===== src/rtl/bcd_serial_adder.sv =====
// bcd_serial_adder: digit-serial packed-BCD adder, one digit per clock, lowest digit first.
module bcd_serial_adder #(
    parameter int DIGITS = 4
) (
    input  logic                  clk,
    input  logic                  rst,
    input  logic                  start,
    input  logic [4*DIGITS-1:0]   a,
    input  logic [4*DIGITS-1:0]   b,
    input  logic                  cin,
    output logic                  busy,
    output logic                  done,
    output logic [4*DIGITS-1:0]   sum,
    output logic                  carry,
    output logic                  err
);
    localparam int W  = 4 * DIGITS;
    localparam int IW = $clog2(DIGITS + 1);
    localparam logic [1:0] IDLE = 2'd0, ADD = 2'd1, DONE = 2'd2;
    logic [1:0]    state;
    logic [W-1:0]  ra, rb, psum;
    logic          c, e;
    logic [IW-1:0] idx;
    logic [4:0]    raw, adj;
    logic [3:0]    dig;
    logic [W+3:0]  shifted;
    always_comb begin
        raw     = 5'(ra[3:0]) + 5'(rb[3:0]) + 5'(c);
        adj     = raw + 5'd6;
        dig     = raw > 5'd9 ? adj[3:0] : raw[3:0];
        shifted = {dig, psum};
    end
    assign busy = state != IDLE;
    assign done = state == DONE;
    // Operands shift down so digit i is always at [3:0]; the result shifts in from the top.
    always_ff @(posedge clk) begin
        if (rst) begin
            state <= IDLE;
            ra    <= '0;
            rb    <= '0;
            psum  <= '0;
            c     <= 1'b0;
            e     <= 1'b0;
            idx   <= '0;
            sum   <= '0;
            carry <= 1'b0;
            err   <= 1'b0;
        end else begin
            case (state)
                IDLE: if (start) begin
                    ra    <= a;
                    rb    <= b;
                    c     <= cin;
                    e     <= 1'b0;
                    idx   <= '0;
                    psum  <= '0;
                    state <= ADD;
                end
                ADD: if (idx == IW'(DIGITS)) begin
                    sum   <= psum;
                    carry <= c;
                    err   <= e;
                    state <= DONE;
                end else begin
                    ra   <= ra >> 4;
                    rb   <= rb >> 4;
                    c    <= raw > 5'd9;
                    e    <= e | (ra[3:0] > 4'd9) | (rb[3:0] > 4'd9);
                    psum <= shifted[W+3:4];
                    idx  <= idx + 1'b1;
                end
                default: state <= IDLE;
            endcase
        end
    end
endmodule


===== config.mk =====
export PLATFORM = sky130hd
export DESIGN_NAME = bcd_serial_adder
export DESIGN_NICKNAME = d
export VERILOG_FILES = /design/src/rtl/bcd_serial_adder.sv
export SDC_FILE = /design/constraint.sdc
export NUM_CORES = 1
export LEC_CHECK = 0
export ABC_AREA = 1
export CAP_MARGIN = 30
export CORE_MARGIN = 1.5
export CORE_UTILIZATION = 30
export DETAILED_ROUTE_END_ITERATION = 12
export GPL_TIMING_DRIVEN = 0
export HOLD_SLACK_MARGIN = 0.02
export SLEW_MARGIN = 20
export SYNTH_ARGS = -nofsm -noshare
export SYNTH_HDL_FRONTEND = slang
export SYNTH_SLANG_ARGS = --single-unit

===== constraint.sdc =====
create_clock -name clk -period 4.66 [get_ports clk]
set_input_delay 0.932 -clock clk [delete_from_list [all_inputs] [get_ports clk]]
set_output_delay 0.932 -clock clk [all_outputs]
set_load 0.01 [all_outputs]

# Word-level counts from Yosys, hierarchy flattened
# Index checks and enable logic that the tools add are counted.
# word_totals
ff_bits,73
in_bits,36
elab_cells,53
# classes
n_addsub,4
n_lt_le_gt_ge,3
eq_ne,6
mux,22
n_bitwise,2
n_reduce_logical,6
# ops
cell,n
$mux W16,6
$pmux W16 S2,3
$gt A4 B4 Y1 const B,2
$mux W3,2
$ne A2 B2 Y1 const B,3
$pmux W3 S2,1
$add A4 B4 Y5,1
$add A5 B1 Y5,1
$gt A5 B4 Y1 const B,1
$add A4 B3 Y4 const B,1
$mux W1,4
$mux W2,2
$mux W4,1
$pmux W1 S2,2
$pmux W2 S2,1
$reduce_and A2 Y1,2
$reduce_bool A2 Y1,2
$add A3 B1 Y3 const B,1
$eq A3 B3 Y1 const B,1
$reduce_and A3 Y1,1
$eq A2 B1 Y1 const B,1
$eq A2 B2 Y1 const B,1
$logic_not A2 Y1,1
$or A1 B1 Y1,2

# Depth between registers and ports, before layout
# Gate-level depths: netlist (run 1).
# logic_depth
word_depth,6
ltp_mapped,14
depth_no_buf,14

# Worst setup path before layout (run 1)
# Ideal clock, no wire load.
# synth_timing
path_type,register -> register
start,reg c
end,reg psum[15]
t_arrival_ns,2.096
t_required_ns,4.528
path_slack_ns,2.432
stages_incl_launch_ff,13
path_buffers,0
period_less_slack_ns,2.228
cell_sequence,dfxtp_1 > fa_1 > fa_1 > inv_1 > ha_1 > inv_1 > nor2_1 > a21oi_1 > nand2_1 > nand2_1 > nand2_1 > nand3_1 > a21oi_1
# synth_between
elab_chain_len,5
word_cells_on_any_way,6
# synth_lines
item,line_no,rtl
from (decl),22,"logic c, e;"
from (signal assigned),53,c <= cin;
from (signal assigned),67,c <= raw > 5'd9;
$add A5 B1 Y5 (*),28,raw = 5'(ra[3:0]) + 5'(rb[3:0]) + 5'(c);
$add A4 B3 Y4 / $gt A5 B4 Y1 (equally long branches),"29, 30",
$mux W4 (*),30,dig = raw > 5'd9 ? adj[3:0] : raw[3:0];
$mux W16 (*),59,ADD: if (idx == IW'(DIGITS)) begin
$pmux W16 S2 (*),49,case (state)
to (signal assigned),69,psum <= shifted[W+3:4];
to (decl),21,"logic [W-1:0] ra, rb, psum;"
# Mark *: on every way between the ends. The rest lies on a longest branch, timed or not. The select of a mux whose other input is x is not followed.
# A chain may end at the register's enable or synchronous reset.

# Worst setup path in the final report (run 1)
# Same ends and word-level chain as after synthesis.

==> results.tsv, run 1 <==
metric	value	unit
worst_slack	2170	ps
cts.sinks	73	
synth_nets	443	
ys_seq_elements	73	
grt-ovfl-total	0	
grt_pass1_wl	12700	µm
maxSlewViolCount	0	
post_drt_wl_per_cell	12.5	µm
chipWidth	104	µm
multi_input_area	1380	µm²
yosys_warnings	0	
grt_usage	14.8	%
worst_slew_pin_slew	548	ps
switchingPower	360	µW
postCtsResizedCells	0	
ff_latch_area	1460	µm²
hp-class	reg2reg	
core	9860	µm²
pwr-share-seq	46.3	%
startpoint_type	flip-flop	
fin_crit_sh	53.5	%
setup_violations	0	
cts_tree	done	
syn2layout_area_growth	31.0	%
crit_arrival	2700	ps
cts_root_buffer	clkbuf_8	
ant_nets	0	
cp_data_required_time	4870	ps
internal-power	1.09	mW
post-route-min-period	2490	ps
antenna_found_initial	0	
portBuffers	55	
critPathKind	reg2reg	
pre_cts_ws	1940	ps
clock_power_share	40.9	%
max_freq	401	MHz
worstSetupEndpointType	flip-flop	
drive_gt1_share	10.0	%
worstPathCellList	fa_1 -> fa_1 -> inv_1 -> ha_1 -> inv_1 -> nor2_1 -> a21oi_1 -> nand2_1 -> nand2_1 -> nand2_1 -> nand3_1 -> a21oi_1	
slowest_delay	570	ps
dr.first_iter.drc_count	112	
clk_path_buf_depth	2	
antennaDiodeCount	0	
maxCapViolCount	0	
io_pins	56	
die_h	104	µm
remaining_drc_errors	0	
clkTransAtPathRegs	80	ps
die-area	10900	µm²
start_util	31.1	%
synth_edf_count	0	
avgSynthCellArea	7.70	µm²
power_leakage	1.59	nW
postCtsHoldBufs	0	
swShare	24.9	%
dp_hpwl	5480	µm
max_slew_margin	63.5	%
cts_buffers	9	
htreeDepth	3	
grt_max_degree	13	
gp_congestion	0.825	
syn-instance-count	399	
dr.pass1.iters	4	
power_frac_comb	12.9	%
seq_area_frac_synth	47.6	%
via_count	2754	
power.density	360	nW/µm²
ir_worst_vdd	0.000133	V
clock_latency	350	ps
synth-async-reset-ratio	0	%
status	finished clean	
via_per_inst	4.57	
mostFrequentLayoutCells	133 x nand2_1, 73 x dfxtp_1, 55 x clkdlybuf4s50_1	
fin_setup_tns	0	ps
grt_pass1_vias	2656	
cp_max_fo	4	
final.setup_skew	7.26	ps
ys_types	28	
fin_nets	509	
crit_top_cell	nand2_1	
synthFlopType	dfxtp_1	
synth_area	3070	µm²
rows	36	
cp_slowest_cell	fa_1	
final_common_cell	nand2_1	
hold_viol	0	
wl	7540	µm
final.fill_count	1003	
rsz0062_at_grt	false	
cts_setup_buffers	0	
[kinds of logic (layout without fill, tap and decap cells)]
kind of cell | after synthesis | in the layout | synth area share, %
simple gates | 194 | 194 | 26.5
compound gates | 84 | 84 | 14.7
flops | 73 | 73 | 47.6
buf+inv | 40 | 111 | 7.42
fa+ha+maj | 8 | 8 | 3.75
[through the flow]
| stage | utilization, % | cells | hold slack [ps] | area (µm²) | total power, mW |
|---|---|---|---|---|---|
| 6_report | 40.8 | 603 | 465 | 4020 | 1.45 |
| 5_1_grt | 40.8 | 603 | 481 | 4020 | 1.52 |
| 4_1_cts | 40.8 | 603 | 470 | 4020 | 1.46 |
| 3_5_place_dp | 38.4 | 587 | 454 | 3790 | 0.871 |
| 3_3_place_gp | 38.4 | 587 | 450 | 3790 | 0.867 |
| 2_1_floorplan | - | 399 | 423 | 3070 | 0.799 |
[cell usage after synthesis (2+ instances only)]
cell type | number | area (µm²)
a31oi_1 | 25 | 156
inv_2 | 2 | 7.51
fa_1 | 2 | 40.0
buf_4 | 2 | 15.0
nor2_2 | 8 | 50.1
o21ai_0 | 26 | 130
ha_1 | 6 | 75.1
nand2_4 | 2 | 22.5
nand3_1 | 13 | 65.1
nor2_1 | 32 | 120
inv_1 | 14 | 52.6
a21oi_1 | 32 | 160
nor2_4 | 3 | 33.8
nand2_1 | 133 | 499
clkbuf_1 | 6 | 22.5
buf_2 | 5 | 25.0
buf_6 | 5 | 56.3
dfxtp_1 | 73 | 1460
[worst max-delay path: cells and delay by family (launching register included)]
family / cells / cell delay (ps)
AO/OA/AOI/OAI: 2 / 190
AND/OR/NAND/NOR: 5 / 440
buffers and inverters: 2 / 150
flip-flops: 1 / 350
adder cells (fa/ha/maj): 3 / 1240
[layer usage]
layer	track usage, %	wire [µm]
met1	18.5	3570
met2	24.3	3490
met3	3.01	323
met4	6.85	154
met5	0	0
[final timing paths]
kind                 from  endpoint  slack [ps]  cells past startpoint
hold reg to reg   psum[0]   psum[0]         460                      2
setup reg to reg        c  psum[15]        2170                     12
hold / removal    psum[0]   psum[0]         460                      2
setup / recovery        c  psum[15]        2170                     12
[power groups by stage]
stage | sequential [mW] | combinational [mW] | clock [mW]
after floorplan | 0.679 | 0.120 | 0
after global placement | 0.684 | 0.183 | 0
after detailed placement | 0.684 | 0.186 | 0
after CTS | 0.670 | 0.187 | 0.607
after global routing | 0.673 | 0.211 | 0.637
final | 0.670 | 0.186 | 0.592
[area by class of cell]
class	instances	area share [%]
multi-input cells	286	34.3
repair buffers	55	13.7
well taps	133	4.14
flip-flops and latches	73	36.3
clock inverters	5	2.58
plain buffers	21	3.67
clock buffers	11	3.27
inverters	19	1.99
[sequential cells by signal (all words and copies together), names as in the netlist, 2 cells and up]
| register | count |
|---|---|
| idx | 3 |
| psum | 16 |
| ra | 16 |
| rb | 16 |
| state | 2 |
| sum | 16 |
Power figures use the tool's default switching activity.
==> run 2: changes to the inputs <==
Clock period 4.66 ns to 2 ns, I/O delays scaled along.
==> results.tsv, run 2 (same netlist as run 1, synthesis figures left out) <==
metric	value	unit	change
setup_violations	4		+4
fin_crit_sh	116	%	+62 points
remaining_drc_errors	0		unchanged
grt_usage	15.6	%	+0.86 points
antenna_found_initial	0		unchanged
grt_max_degree	13		unchanged
post-route-min-period	2310	ps	-182 ps
grt_pass1_wl	13600	µm	+7.3%
io_pins	56		unchanged
ant_nets	0		unchanged
cp_max_fo	4		unchanged
clkTransAtPathRegs	70	ps	about the same
hp-class	reg2reg		
dp_hpwl	5540	µm	+1.1%
cts.sinks	73		unchanged
cts_root_buffer	clkbuf_8		
cts_buffers	9		unchanged
maxSlewViolCount	0		unchanged
max_slew_margin	63.5	%	about the same
swShare	25.8	%	+0.93 points
pre_cts_ws	-325	ps	-2270 ps
rows	36		unchanged
ir_worst_vdd	0.000361	V	+170%
postLayoutCellArea	4110	µm²	+2.1%
switchingPower	866	µW	+140%
htreeDepth	3		unchanged
dr.first_iter.drc_count	142		+27%
power_leakage	1.63	nW	+2.0%
gp_congestion	0.857		+3.9%
max_freq	433	MHz	+7.9%
worst_slack	-311	ps	-2480 ps
status	finished with violations		
power_frac_comb	15.3	%	+2.4 points
place_inst	587		unchanged
via_count	2865		+4.0%
die-area	10900	µm²	unchanged
violations	negative setup slack		
crit_arrival	2530	ps	-170 ps
cp_data_required_time	2220	ps	-2650 ps
worstSetupEndpointType	flip-flop		
pwr-share-seq	46.5	%	+0.2 points
antennaDiodeCount	0		unchanged
postCtsHoldBufs	0		unchanged
start_util	31.1	%	unchanged
finalNonFillerCells	611		+1.3%
via_per_inst	4.69		+2.7%
grt-ovfl-total	0		unchanged
clk_path_buf_depth	2		unchanged
placed_area	3800	µm²	+0.23%
final.setup_skew	8.55	ps	+1.29 ps
hold_viol	0		unchanged
worst_slew_pin_slew	548	ps	-0.0821 ps
fin_nets	517		+1.6%
clock_latency	350	ps	about the same
clock_power_share	38.1	%	-2.8 points
rsz0062_at_grt	true		
mostFrequentLayoutCells	130 x nand2_1, 71 x dfxtp_1, 55 x clkdlybuf4s50_1		
critPathKind	reg2reg		
post_drt_wl_per_cell	12.7	µm	+1.3%
internal-power	2.49	mW	+130%
die_h	104	µm	unchanged
startpoint_type	flip-flop		
portBuffers	55		unchanged
cts_tree	done		
final_common_cell	nand2_1		
dr.pass1.iters	4		unchanged
power.density	817	nW/µm²	+130%
core	9860	µm²	unchanged
drive_gt1_share	14.4	%	+4.4 points
syn2layout_area_growth	33.7	%	
chipWidth	104	µm	unchanged
maxCapViolCount	0		unchanged
grt_pass1_vias	2921		+10%
wl	7740	µm	+2.6%
-- run 2: cell count changes in the layout (fill, tap and decap cells not counted), sizes merged --
| cell | before | now |
|---|---|---|
| buf | 14 | 22 |
| clkinv | 3 | 4 |
| bufinv | 3 | 2 |
-- run 2: routing by layer --
| metal | part of all wire (%) | routed length, µm | global-route usage, % | vias to the layer above |
|---|---|---|---|---|
| met5 | 0 | 0 | 0 | - |
| met4 | 2.2 | 169 | 8.04 | 0 |
| met3 | 4.6 | 355 | 2.88 | 13 |
| met2 | 47 | 3650 | 25.9 | 61 |
| met1 | 46 | 3560 | 19.3 | 1338 |
| li1 | - | - | - | 1453 |
-- run 2: critical path, cell delays in order (launching register included) --
cell and delay (ps):
dfxtp_2 340, fa_2 410, fa_2 610, inv_2 60, ha_4 160, inv_2 50
nor2_2 30, a21oi_2 110, nand2_2 90, nand2_2 100, nand2_1 60, nand3_1 80
a21oi_1 70
-- run 2: repair_timing --
item	in CTS	in global routing
pin swaps	5	8
endpoints found under the hold margin	0	0
setup buffers	7	1
endpoints found under the setup margin	4	4
resized for setup	5	4
-- run 2: worst paths after layout --
kind | cells after the start | endpoint | slack [ps] | startpoint
max | 12 | psum[15] | -310 | rb[0]
min | 2 | ra[14] | 470 | ra[14]
max reg2reg | 12 | psum[15] | -310 | rb[0]
min reg2reg | 2 | ra[14] | 470 | ra[14]
-- run 2: area by class of cell --
class                   instances  area (µm²)
repair buffers                 63         611
multi-input cells             286        1420
clock buffers                  11         141
flip-flops and latches         73        1460
fillers                      1000        5760
plain buffers                  21         148
well taps                     133         166
inverters                      19        80.1
clock inverters                 5        78.8
-- run 2: power groups by stage --
| stage | clock network, mW | registers, mW | logic, mW |
|---|---|---|---|
| 2_1_floorplan | 0 | 1.58 | 0.284 |
| 6_report | 1.28 | 1.56 | 0.514 |
| 4_1_cts | 1.30 | 1.56 | 0.489 |
| 3_3_place_gp | 0 | 1.59 | 0.434 |
| 5_1_grt | 1.36 | 1.57 | 0.573 |
| 3_5_place_dp | 0 | 1.60 | 0.442 |
-- run 2: metrics by stage --
step                utilization, %  TNS, ps  hold WS [ps]  total power, mW
global route                  41.6    -1390           487             3.50
global placement              38.5    -3040           450             2.03
floorplan                        -     -414           423             1.87
finish                        41.6    -1080           466             3.36
detailed placement            38.5    -3710           454             2.04
CTS                           41.4     -846           465             3.35
==> run 3: changes to the inputs <==
Settings changed: CAP_MARGIN 30 to unset, DONT_BUFFER_PORTS set to 1.
==> results.tsv, run 3 (same netlist as run 1, synthesis figures left out) <==
metric	value	unit	change
cts_tree	done		
fin_crit_sh	113	%	-2.3 points
power_frac_comb	14.0	%	-1.3 points
ff2ff_setup_slack	-270	ps	+50 ps
drive_gt1_share	15.9	%	+1.4 points
post_drt_wl_per_cell	13.9	µm	+9.8%
worst_slack	-265	ps	+45.8 ps
grt_pass1_wl	12600	µm	-7.0%
grt_max_degree	14		+1
dp_hpwl	5510	µm	-0.48%
cts_buffers	9		unchanged
die_h	104	µm	unchanged
mostFrequentLayoutCells	130 x nand2_1, 71 x dfxtp_1, 31 x nor2_1, 31 x a21oi_1, 26 x o21ai_0		
final.setup_skew	9.83	ps	+1.28 ps
via_count	2660		-7.2%
post-route-min-period	2270	ps	-45.8 ps
fin_nets	461		-11%
switchingPower	870	µW	+0.46%
remaining_drc_errors	0		unchanged
startpoint_type	flip-flop		
gp_congestion	0.791		-7.6%
worst_slew_pin_slew	589	ps	+41.2 ps
clk_path_buf_depth	2		unchanged
worstSetupEndpointType	flip-flop		
violations	negative setup slack		
wl	7720	µm	-0.22%
reg2reg_depth	12		unchanged
max_freq	441	MHz	+2.0%
swShare	27.4	%	+1.6 points
cp_max_fo	4		unchanged
dr.first_iter.drc_count	160		+13%
htreeDepth	3		unchanged
io_pins	56		unchanged
power_leakage	1.40	nW	-14%
utilization	35.8	%	-5.8 points
start_util	31.1	%	unchanged
via_per_inst	4.79		+2.2%
rows	36		unchanged
cts.sinks	73		unchanged
reg2reg_from	ra[0]		
antenna_found_initial	0		unchanged
ant_nets	0		unchanged
die-area	10900	µm²	unchanged
grt_pass1_vias	2540		-13%
grt_usage	14.8	%	-0.86 points
syn2layout_area_growth	15.1	%	
clkTransAtPathRegs	80	ps	about the same
max_slew_margin	60.7	%	-2.7 points
fin_setup_tns	-978	ps	+104 ps
maxSlewViolCount	0		unchanged
hp-class	in2reg		
min_from	b[12]		
regToRegEndpoint	psum[14]		
cp_data_required_time	2200	ps	-20 ps
status	finished with violations		
rsz0062_at_grt	true		
power.density	899	nW/µm²	+10%
ir_worst_vdd	0.000365	V	+0.92%
internal-power	2.31	mW	-7.4%
core	9860	µm²	unchanged
power	3.18	mW	-5.3%
cts_root_buffer	clkbuf_8		
clock_latency	350	ps	about the same
final_common_cell	nand2_1		
hold_path_end	rb[12]		
final.fill_count	1014		+1.4%
hold_viol	0		unchanged
clock_power_share	36.8	%	-1.3 points
dr.pass1.iters	4		unchanged
setup_violations	4		unchanged
portBuffers	0		-100%
placed_area	3250	µm²	-15%
postLayoutCellArea	3530	µm²	-14%
maxCapViolCount	0		unchanged
chipWidth	104	µm	unchanged
pwr-share-seq	49.2	%	+2.7 points
antennaDiodeCount	0		unchanged
hold_path_depth	2		unchanged
grt-ovfl-total	0		unchanged
critPathKind	reg2reg		
crit_arrival	2470	ps	-60 ps
run 3: cell types whose count changed in the layout (fill, tap and decap cells not counted), sizes merged:
cell	delta
buf	-1
clkdlybuf4s50	-55
clkinv	-2
bufinv	-1
inv	+1
clkinvlp	+2
run 3: power by group through the flow:
stage,Sequential [mW],Clock [mW],Combinational (mW)
5_1_grt,1.57,1.27,0.490
4_1_cts,1.56,1.20,0.401
2_1_floorplan,1.58,0,0.284
3_5_place_dp,1.60,0,0.369
6_report,1.56,1.17,0.444
3_3_place_gp,1.59,0,0.357
run 3: how the worst max path moves through the flow:
stage / startpoint / endpoint / slack (ps) / depth (start not counted)
after floorplan: rb[0] / psum[15] / -120 / 12
after CTS: ra[0] / psum[14] / -240 / 12
after global placement: rb[0] / psum[13] / -260 / 12
after global routing: ra[0] / psum[14] / -330 / 12
after detailed placement: rb[0] / psum[14] / -340 / 14
final: ra[0] / psum[14] / -270 / 12
run 3: per-layer routing:
layer	vias up	part of all wire, %	wire, µm	track usage, %
li1	1339	-	-	-
met1	1233	44	3400	18.0
met2	80	48	3680	23.9
met3	8	6.1	474	4.51
met4	0	2.1	159	6.75
met5	-	0	0	0
run 3: timing repair:
item,CTS,global route
setup buffers,4,3
hold buffers,0,0
gates resized for setup,5,5
pin swaps,6,2
endpoints found under the setup margin,4,4
run 3: metrics by stage:
stage,hold slack [ps],setup slack [ps],instances
after floorplan,423,-120,399
after global placement,450,-258,532
after detailed placement,455,-338,532
after CTS,176,-237,552
after global routing,184,-331,555
final,194,-265,555
run 3: critical path: stages, from the launching register on:
cell	delay, ps
dfxtp_2	340
fa_2	400
fa_2	570
inv_2	60
ha_4	160
inv_4	60
nor2_4	30
a21oi_2	130
nand2_2	90
nand2_2	90
nand2_1	50
nand3_1	60
a21oi_1	70
run 3: final cells by class:
cell class | instances | area, µm² | area share, %
sequential | 73 | 1460 | 41.4
multi-input combinational | 286 | 1420 | 40.1
tap | 133 | 166 | 4.71
buffer | 21 | 148 | 4.18
clock buffer | 11 | 141 | 4.00
inverter | 19 | 82.6 | 2.34
clock inverter | 5 | 62.6 | 1.77
timing repair buffer | 7 | 52.6 | 1.49
